===== src/rtl/pwm_pkg.sv =====
// Shared widths, limits and the PWM compare rule for the 16-output PWM peripheral.
// Constants and helpers only; no state.
package pwm_pkg;

  localparam int                   PWM_CNT_W   = 8;
  localparam logic [PWM_CNT_W-1:0] PWM_CNT_MAX = 8'hFF;
  localparam logic [PWM_CNT_W-1:0] DUTY_FULL   = 8'hFF;
  localparam int                   NUM_OUT     = 16;

  typedef struct packed {
    logic [NUM_OUT-1:0] en_out;
    logic [NUM_OUT-1:0] en_pwm;
  } pwm_en_t;

  // Full-scale duty is special-cased so 0xFF really means 100 %, not 255/256.
  function automatic logic pwm_level(input logic [PWM_CNT_W-1:0] cnt,
                                     input logic [PWM_CNT_W-1:0] duty);
    return (duty == DUTY_FULL) ? 1'b1 : (cnt < duty);
  endfunction

endpackage


===== src/rtl/pwm_tick_gen.sv =====
// Prescaler: free-running 0..PRESCALE-1 counter, tick combinational on the last count.
// Latency: first tick at the PRESCALE-th edge after reset; no backpressure.
module pwm_tick_gen #(
  parameter int PRESCALE = 13
) (
  input  logic clk,
  input  logic rst_n,
  output logic tick
);

  localparam int               CNT_W = (PRESCALE > 1) ? $clog2(PRESCALE) : 1;
  localparam logic [CNT_W-1:0] LAST  = CNT_W'(PRESCALE - 1);

  logic [CNT_W-1:0] pre_cnt_q;
  logic [CNT_W-1:0] pre_cnt_d;

  always_comb begin
    tick      = (pre_cnt_q == LAST);
    pre_cnt_d = tick ? '0 : pre_cnt_q + 1'b1;
  end

  always_ff @(posedge clk or negedge rst_n) begin
    if (!rst_n) begin
      pre_cnt_q <= '0;
    end else begin
      pre_cnt_q <= pre_cnt_d;
    end
  end

endmodule


===== src/rtl/pwm_peripheral.sv =====
// Drives 16 outputs low, high or from one shared 8-bit PWM with a boundary-shadowed duty.
// Latency: enable change to out is 1 clk; free-running, no backpressure.
module pwm_peripheral
  import pwm_pkg::*;
#(
  parameter int PRESCALE = 13
) (
  input  logic         clk,
  input  logic         rst_n,
  input  logic [7:0]   en_reg_out_7_0,
  input  logic [7:0]   en_reg_out_15_8,
  input  logic [7:0]   en_reg_pwm_7_0,
  input  logic [7:0]   en_reg_pwm_15_8,
  input  logic [7:0]   pwm_duty_cycle,
  output logic [15:0]  out,
  output logic         period_start
);

  logic                 tick;
  logic                 wrap;
  logic                 pwm_sig;
  pwm_en_t              en;

  logic [PWM_CNT_W-1:0] pwm_cnt_q, pwm_cnt_d;
  logic [PWM_CNT_W-1:0] duty_q, duty_d;
  logic [NUM_OUT-1:0]   out_q, out_d;
  logic                 period_start_q, period_start_d;

  pwm_tick_gen #(
    .PRESCALE (PRESCALE)
  ) u_tick_gen (
    .clk   (clk),
    .rst_n (rst_n),
    .tick  (tick)
  );

  // Duty load and counter wrap share one edge, so a new period never sees a stale duty.
  always_comb begin
    en.en_out      = {en_reg_out_15_8, en_reg_out_7_0};
    en.en_pwm      = {en_reg_pwm_15_8, en_reg_pwm_7_0};
    wrap           = tick && (pwm_cnt_q == PWM_CNT_MAX);
    pwm_cnt_d      = tick ? pwm_cnt_q + 1'b1 : pwm_cnt_q;
    duty_d         = wrap ? pwm_duty_cycle : duty_q;
    period_start_d = wrap;
    pwm_sig        = pwm_level(pwm_cnt_q, duty_q);
    out_d          = en.en_out & (~en.en_pwm | {NUM_OUT{pwm_sig}});
  end

  always_ff @(posedge clk or negedge rst_n) begin
    if (!rst_n) begin
      pwm_cnt_q      <= '0;
      duty_q         <= '0;
      out_q          <= '0;
      period_start_q <= 1'b0;
    end else begin
      pwm_cnt_q      <= pwm_cnt_d;
      duty_q         <= duty_d;
      out_q          <= out_d;
      period_start_q <= period_start_d;
    end
  end

  assign out          = out_q;
  assign period_start = period_start_q;

endmodule


===== config.mk =====
export PLATFORM = sky130hd
export DESIGN_NAME = pwm_peripheral
export DESIGN_NICKNAME = d
export VERILOG_FILES = /design/src/rtl/pwm_pkg.sv /design/src/rtl/pwm_tick_gen.sv /design/src/rtl/pwm_peripheral.sv
export SDC_FILE = /design/constraint.sdc
export NUM_CORES = 1
export LEC_CHECK = 0
export BUFFER_PORTS_ARGS = -buffer_cell sky130_fd_sc_hd__buf_2
export CAP_MARGIN = 20
export CORE_MARGIN = 5
export CORE_UTILIZATION = 33
export DETAILED_ROUTE_END_ITERATION = 12
export GPL_TIMING_DRIVEN = 0
export HOLD_SLACK_MARGIN = 0.05
export MAX_ROUTING_LAYER = met4
export PLACE_DENSITY = 0.63
export SETUP_SLACK_MARGIN = 0.02
export SLEW_MARGIN = 10
export SYNTH_ARGS = -nofsm -noshare
export SYNTH_HDL_FRONTEND = slang
export SYNTH_SLANG_ARGS = --single-unit

===== constraint.sdc =====
create_clock -name clk -period 1.9 [get_ports clk]
set_input_delay 0.19 -clock clk [delete_from_list [all_inputs] [get_ports clk]]
set_output_delay 0.19 -clock clk [all_outputs]
set_load 0.005 [all_outputs]

==> results of run 1 <==
worst reg2reg max path, cell delays in order, from the launching register on:
cell     delay (ns)
dfrtp_1        0.42
inv_2          0.10
ha_4           0.14
and3_2         0.18
buf_6          0.12
nand4_4        0.19
nor2_4         0.22
mux2_2         0.35
cell families after synthesis:
family	share of synthesized area [%]
buffers and inverters	3.558
DFF	54.86
and+or+nand+nor	9.562
xor gates and xnor gates	4.151
adders and majority gates	7.413
AOI/OAI and AO/OA	15.12
muxes	5.338
cell usage in the layout, fill, tap and decap left out, types with 2 or more instances in the layout:
master and instances:
ha_4 3, nor2_1 5, dfrtp_2 2, mux2_2 7, clkbuf_8 6, buf_4 10
a21boi_2 10, nand4_1 5, inv_2 2, buf_6 2, dfrtp_1 35, buf_2 59
a21boi_0 6, ha_1 7, nand2_1 8, inv_1 8, xnor2_1 7, dlygate4sd3_1 4
metal layers:
layer  vias up  wire, um  GRT usage, %
met5         -         0             -
met1       562      1533         13.95
met4         0        54         4.561
met3         4       358         4.934
li1        602         -             -
met2        58      1634         16.12
registers in the layout (all words and copies together), names as in the netlist:
| name | flops |
|---|---|
| duty_q | 8 |
| out | 16 |
| period_start | 1 |
| pwm_cnt_q | 8 |
| u_tick_gen.pre_cnt_q | 4 |
worst min path at each step:
stage                       startpoint  slack [ns]               endpoint
floorplan                        rst_n       -0.11  duty_q[0]$_DFFE_PN0P_
global placement                 rst_n        0.33  duty_q[5]$_DFFE_PN0P_
detailed placement               rst_n        0.34  duty_q[5]$_DFFE_PN0P_
CTS                  en_reg_pwm_7_0[6]        0.05       out[6]$_DFF_PN0_
global route        en_reg_pwm_15_8[2]        0.05      out[10]$_DFF_PN0_
finish              en_reg_pwm_15_8[2]        0.06      out[10]$_DFF_PN0_
stage by stage:
stage	TNS, ns	std cells	total power [mW]	setup slack [ns]
4_1_cts	0	265	1.498	0.02106
3_5_place_dp	-0.7529	254	0.9199	-0.07742
6_report	0	279	1.473	0.07310
2_1_floorplan	0	126	0.8426	0.1754
3_3_place_gp	-0.5201	254	0.9189	-0.05433
5_1_grt	-0.05587	279	1.548	-0.02029
synth_stat cells:
master / number
a41o_1: 1
buf_6: 2
xnor2_1: 7
mux2_2: 8
o41ai_1: 1
nand3_1: 1
nand2b_4: 1
xor2_1: 1
o21ai_0: 1
and4_1: 1
a21oi_1: 2
o21a_1: 1
inv_1: 10
nor3_1: 1
ha_1: 10
a21o_1: 1
a2111oi_4: 1
o21ai_1: 1
a21boi_0: 6
nor2_1: 5
dfrtp_1: 37
nor2_8: 1
nand4_1: 5
and3_2: 1
nand2_1: 8
o32ai_2: 1
a21boi_2: 10
nand4_4: 1
where the power goes:
group	total (mW)	switching (mW)	internal (mW)	leakage (nW)
sequential	0.808	0.00417	0.804	0.476
combinational	0.0996	0.0414	0.0583	0.646
clock	0.565	0.271	0.294	0.0512
final cells by class:
| cell class | count | area (sq um) |
|---|---|---|
| Multi-Input combinational cell | 78 | 773.2 |
| Timing Repair Buffer | 74 | 421.7 |
| Sequential cell | 37 | 928.4 |
| Clock inverter | 2 | 13.76 |
| Inverter | 10 | 37.54 |
| Tap cell | 70 | 87.58 |
| Buffer | 2 | 26.28 |
| Clock buffer | 6 | 82.58 |
| Fill cell | 469 | 2671 |
repair_timing:
action                                 in CTS  in global routing
gates resized for setup                     1                 13
setup buffers                               0                 11
gates cloned                                0                  2
pin swaps                                   0                  3
endpoints found under the hold margin      39                  1
hold buffers                                3                  1
setup endpoints to repair                  12                 18
==> results.tsv, run 1 <==
stage	metric	value	unit
setup_path	WP data required	2.08	ns
global_routing	largest net degree at the start of global routing	38	
global_routing	first-pass GRT wire length	5.368	mm
layout	Layout Nets	260	
setup_path	Crit Path Category	reg -> reg	
clock_tree	Clock Tree Root	clkbuf_8	
placed_design	HPWL after DPL	2.524	mm
synth	Area contributors post-synth	dfrtp_1, ha_1, a21boi_2, mux2_2, xnor2_1	
global_routing	initial antenna violation count	0	
power	power density cells	621.1	nW/um^2
route	drt drc	0	
synth	Mapped Cells	126	
min_path	worst min-delay path category	in -> reg	
setup_path	crit path from	u_tick_gen.pre_cnt_q[0]$_DFF_PN0_	
setup_path	max incr delay on CP	0.42	ns
global_routing	vias in the first global route	1217	
route	Wirelength per Cell	12.84	um
floorplan	die extent in x	81.52	um
setup_path	critical path data arrival time	2.01	ns
placed_design	global placer's final weighted congestion	0.7491	
clock_tree	CTS sink cnt	37	
sta	Final Cycle Share	96.15	%
power	Static Leakage	1.174	nW
sta	final setup fails	0	
placed_design	Port Buf Inserts	58	
synth	leading area contributor after synthesis	dfrtp_1	
synth	Synth Warn #	0	
setup_path	worst r2r src	u_tick_gen.pre_cnt_q[0]$_DFF_PN0_	
synth	post-synthesis sequential area ratio	54.86	%
sta	worst-margin pin slew	0.8253	ns
setup_path	CP delay by family, top	simple AND/OR/NAND/NOR gates	
route	Vias/cell	4.394	
route	ANT nets after route	0	
sta	Peak Freq	547.4	MHz
clock_tree	CTS max path bufs	2	
sta	Rel. slew slack	44.98	%
status	run status	finished clean	
floorplan	Initial Utilization	33.47	%
placed_design	placed cell areas	2066	sq um
power	peak supply drop	0.4262	mV
global_routing	total gr overflow	0	
setup_path	CP Depth	7	
layout	ant diodes	0	
setup_path	worst reg2reg path depth	7	
layout	share of cells above drive strength 1	54.55	%
global_routing	gr usage total	11.29	%
sta	Pins Over Slew Limit	0	
route	Post-Route WL	3.581	mm
setup_path	startpoint class of the critical path	flop	
layout	Final Core Density	47.02	%
setup_path	Critical-path top delay cell	dfrtp_1	
sta	fin crit period	1.827	ns
clock_tree	htree depth	2	
route	DRT iter0 DRCs	28	
clock_tree	worst skew pair latency	0.29	ns
setup_path	endpoint type of the worst setup path	flop	
setup_path	cells along the critical path	inv_2 -> ha_4 -> and3_2 -> buf_6 -> nand4_4 -> nor2_4 -> mux2_2	
sta	Fin Clk Skew	0.009067	ns
floorplan	die area	6645	sq um
route	Vias	1226	
setup_path	crit-path max FO	6	
setup_path	r2r setup slk	0.07	ns
clock_tree	CTS tree	done	
route	TritonRoute pass-1 iters	4	
synth	Yosys cell types	28	
clock_tree	Clock transition at path regs	0.08	ns
synth	Mapped Area	1688	sq um
clock_tree	CTS buffer count	5	
setup_path	Buf+Inv Stages, Crit Path	2	
synth	syn_area_per_cell	13.40	sq um
sta	final hold vios	0	
setup_path	crit path capture	duty_q[7]$_DFFE_PN0P_	
floorplan	row cnt	26	
setup_path	FF-to-FF End	duty_q[7]$_DFFE_PN0P_	
sta	unrepaired setup endpoints after global routing	true	
layout	Final Cell Area	2371	sq um
layout	Layout Area Growth over Synthesis	40.47	%
synth	syn_nets	178	
floorplan	I/O Pins	59	
synth	number of synthesized register bits	37	
floorplan	Vert. Die Dim	81.52	um
sta	Min Hold Slack	0.06475	ns
synth	share of the synthesized area in the top cell type	54.86	%
min_path	hold depth	2	
run	total of max-cap violations	0	
floorplan	core area	5042	sq um
Power figures use the tool's default switching activity.
==> run 2, diff against run 1 <==
BUFFER_PORTS_ARGS = -buffer_cell sky130_fd_sc_hd__buf_4   (was -buffer_cell sky130_fd_sc_hd__buf_2)
==> run 2 against run 1 <==
Non-clock buffer count is 7 higher. Via count is 4.2% higher. Global-route usage rose by 0.93 points. Sequential share of layout area down 3.9 points. Die area unchanged. Clock power increased by 26%. Maximum frequency rose by 0.42%. Critical endpoint is now out[12]$_DFF_PN0_. Clock skew about the same.
==> results.tsv, run 2 (synthesized netlist as in run 1, its figures left out) <==
stage	metric	value	unit	change
setup_path	critical path data arrival time	2.00	ns	was 2.01 ns
placed_design	Setup WS pre-CTS	-0.06188	ns	was -0.07742 ns
sta	final hold vios	0		unchanged
setup_path	crit path capture	out[12]$_DFF_PN0_		was duty_q[7]$_DFFE_PN0P_
layout	commonest non-fill, non-tap cell in the layout	buf_4		was buf_2
setup_path	startpoint class of the critical path	flop		unchanged
clock_tree	worst skew pair latency	0.29	ns	about the same
layout	ant diodes	0		unchanged
layout	commonest cells after routing, fill and taps aside	buf_4, dfrtp_1, dlygate4sd3_1		was buf_2, dfrtp_1, a21boi_2, buf_4
setup_path	endpoint type of the worst setup path	flop		unchanged
sta	final setup fails	0		unchanged
placed_design	Port Buf Inserts	58		unchanged
setup_path	Crit Path Category	reg -> reg		unchanged
clock_tree	CTS buffer count	5		unchanged
route	Vias/cell	4.465		was 4.394
route	metal1 wirelength	1.722	mm	was 1.533 mm
power	peak supply drop	0.3654	mV	was 0.4262 mV
placed_design	placed cell areas	2211	sq um	was 2066 sq um
sta	unrepaired setup endpoints after global routing	false		was true
layout	Layout Nets	267		was 260
route	highest routed metal layer	met4		unchanged
sta	Min Hold Slack	0.07638	ns	was 0.06475 ns
setup_path	r2r setup slk	0.08	ns	was 0.07 ns
floorplan	Initial Utilization	33.47	%	unchanged
route	ANT nets after route	0		unchanged
power	power density cells	631.7	nW/um^2	was 621.1 nW/um^2
global_routing	gr usage total	12.22	%	was 11.29%
clock_tree	CTS tree	done		unchanged
global_routing	initial antenna violation count	0		unchanged
layout	post-route insts no fill	286		was 279
layout	Final Cell Area	2634	sq um	was 2371 sq um
route	met2 wire length	1.816	mm	was 1.634 mm
setup_path	worst reg2reg path depth	8		was 7
setup_path	FF-to-FF End	out[12]$_DFF_PN0_		was duty_q[7]$_DFFE_PN0P_
floorplan	core area	5042	sq um	unchanged
setup_path	WP data required	2.08	ns	about the same
clock_tree	CTS sink cnt	37		unchanged
setup_path	worst r2r src	duty_q[7]$_DFFE_PN0P_		was u_tick_gen.pre_cnt_q[0]$_DFF_PN0_
route	drt drc	0		unchanged
setup_path	crit path from	duty_q[7]$_DFFE_PN0P_		was u_tick_gen.pre_cnt_q[0]$_DFF_PN0_
floorplan	die area	6645	sq um	unchanged
route	Post-Route WL	3.937	mm	was 3.581 mm
min_path	hold_sp	en_reg_pwm_7_0[0]		was en_reg_pwm_15_8[2]
setup_path	crit-path max FO	5		was 6
route	Wirelength per Cell	13.77	um	was 12.84 um
min_path	worst min-delay path category	in -> reg		unchanged
placed_design	HPWL after DPL	2.645	mm	was 2.524 mm
clock_tree	Clock Tree Root	clkbuf_8		unchanged
layout	Largest register FFs	16		unchanged
sta	Pins Over Slew Limit	0		unchanged
route	Vias	1277		was 1226
layout	share of cells above drive strength 1	53.24	%	was 54.55%
global_routing	vias in the first global route	1318		was 1217
run	total of max-cap violations	0		unchanged
sta	Peak Freq	549.7	MHz	was 547.4 MHz
global_routing	first-pass GRT wire length	5.927	mm	was 5.368 mm
clock_tree	htree depth	2		unchanged
floorplan	die extent in x	81.52	um	unchanged
clock_tree	Clock transition at path regs	0.08	ns	about the same
route	TritonRoute pass-1 iters	4		unchanged
floorplan	Vert. Die Dim	81.52	um	unchanged
global_routing	largest net degree at the start of global routing	38		unchanged
sta	final setup margin	0.08077	ns	was 0.07310 ns
power	Static Leakage	1.253	nW	was 1.174 nW
power	total power	1.664	mW	was 1.473 mW
sta	Final Cycle Share	95.75	%	was 96.15%
clock_tree	CTS max path bufs	2		unchanged
placed_design	Placed Cells	254		unchanged
status	run status	finished clean		unchanged
sta	fin crit period	1.819	ns	was 1.827 ns
sta	worst-margin pin slew	0.4689	ns	was 0.8253 ns
sta	Fin Clk Skew	0.008984	ns	was 0.009067 ns
route	DRT iter0 DRCs	43		was 28
floorplan	row cnt	26		unchanged
floorplan	I/O Pins	59		unchanged
layout	Layout Area Growth over Synthesis	56.04	%	was 40.47%
sta	Rel. slew slack	68.74	%	was 44.98%
placed_design	global placer's final weighted congestion	0.7217		was 0.7491
global_routing	total gr overflow	0		unchanged
route	routed wl met3	359	um	was 358 um
[run 2: cell count changes in the layout (fill, tap and decap cells not counted), moves of 4 or more]
cell | previous run | this run
dlygate4sd3_1 | 4 | 11
mux2_2 | 7 | 3
mux2_4 | 1 | 5
buf_4 | 10 | 69
buf_2 | 59 | 0
[run 2: cell type report]
class                   count  area, sq um
fillers                   431         2409
flip-flops and latches     37        929.6
multi-input cells          78        800.8
repair buffers             81        635.6
well taps                  70        87.58
clock buffers               6        82.58
clock inverters             2        37.54
inverters                  10        37.54
plain buffers               2        22.52
[run 2: where the power goes]
| part | internal (mW) | total [mW] | switching [mW] |
|---|---|---|---|
| Clock | 0.427 | 0.710 | 0.283 |
| Sequential | 0.804 | 0.808 | 0.00455 |
| Combinational | 0.100 | 0.145 | 0.0450 |
| Total | 1.33 | 1.66 | 0.333 |
[run 2: worst min path at each step]
stage,end,slack (ns),cells past startpoint
after floorplan,duty_q[0]$_DFFE_PN0P_,-0.11,0
after global placement,duty_q[0]$_DFFE_PN0P_,0.18,1
after detailed placement,duty_q[4]$_DFFE_PN0P_,0.19,1
after CTS,out[0]$_DFF_PN0_,0.06,2
after global routing,out[15]$_DFF_PN0_,0.09,2
final,out[0]$_DFF_PN0_,0.08,2
[run 2: worst max-delay path, stage by stage, from the launching register on]
cell	delay [ns]
dfrtp_1	0.37
inv_1	0.09
ha_4	0.29
and4_1	0.19
o21ai_2	0.08
o32ai_4	0.32
buf_4	0.18
buf_6	0.13
a21boi_2	0.06
[run 2: routing by layer]
metal	GRT usage, %	up-vias
li1	-	617
met5	-	-
met3	5.263	4
met1	14.85	597
met2	18.24	59
met4	4.054	0
[run 2: repair_timing]
item | in CTS | in global routing
cloned | 0 | 2
resized for setup | 1 | 17
pin swaps | 1 | 2
hold buffers | 11 | 0
buffers inserted | 0 | 11
hold endpoints to repair | 47 | 0
endpoints found under the setup margin | 19 | 24
[run 2: stage by stage]
step	util [%]	TNS, ns
global placement	43.85	-0.4286
global route	52.23	0
floorplan	-	0
finish	52.23	0
detailed placement	43.85	-0.5704
CTS	48.64	0
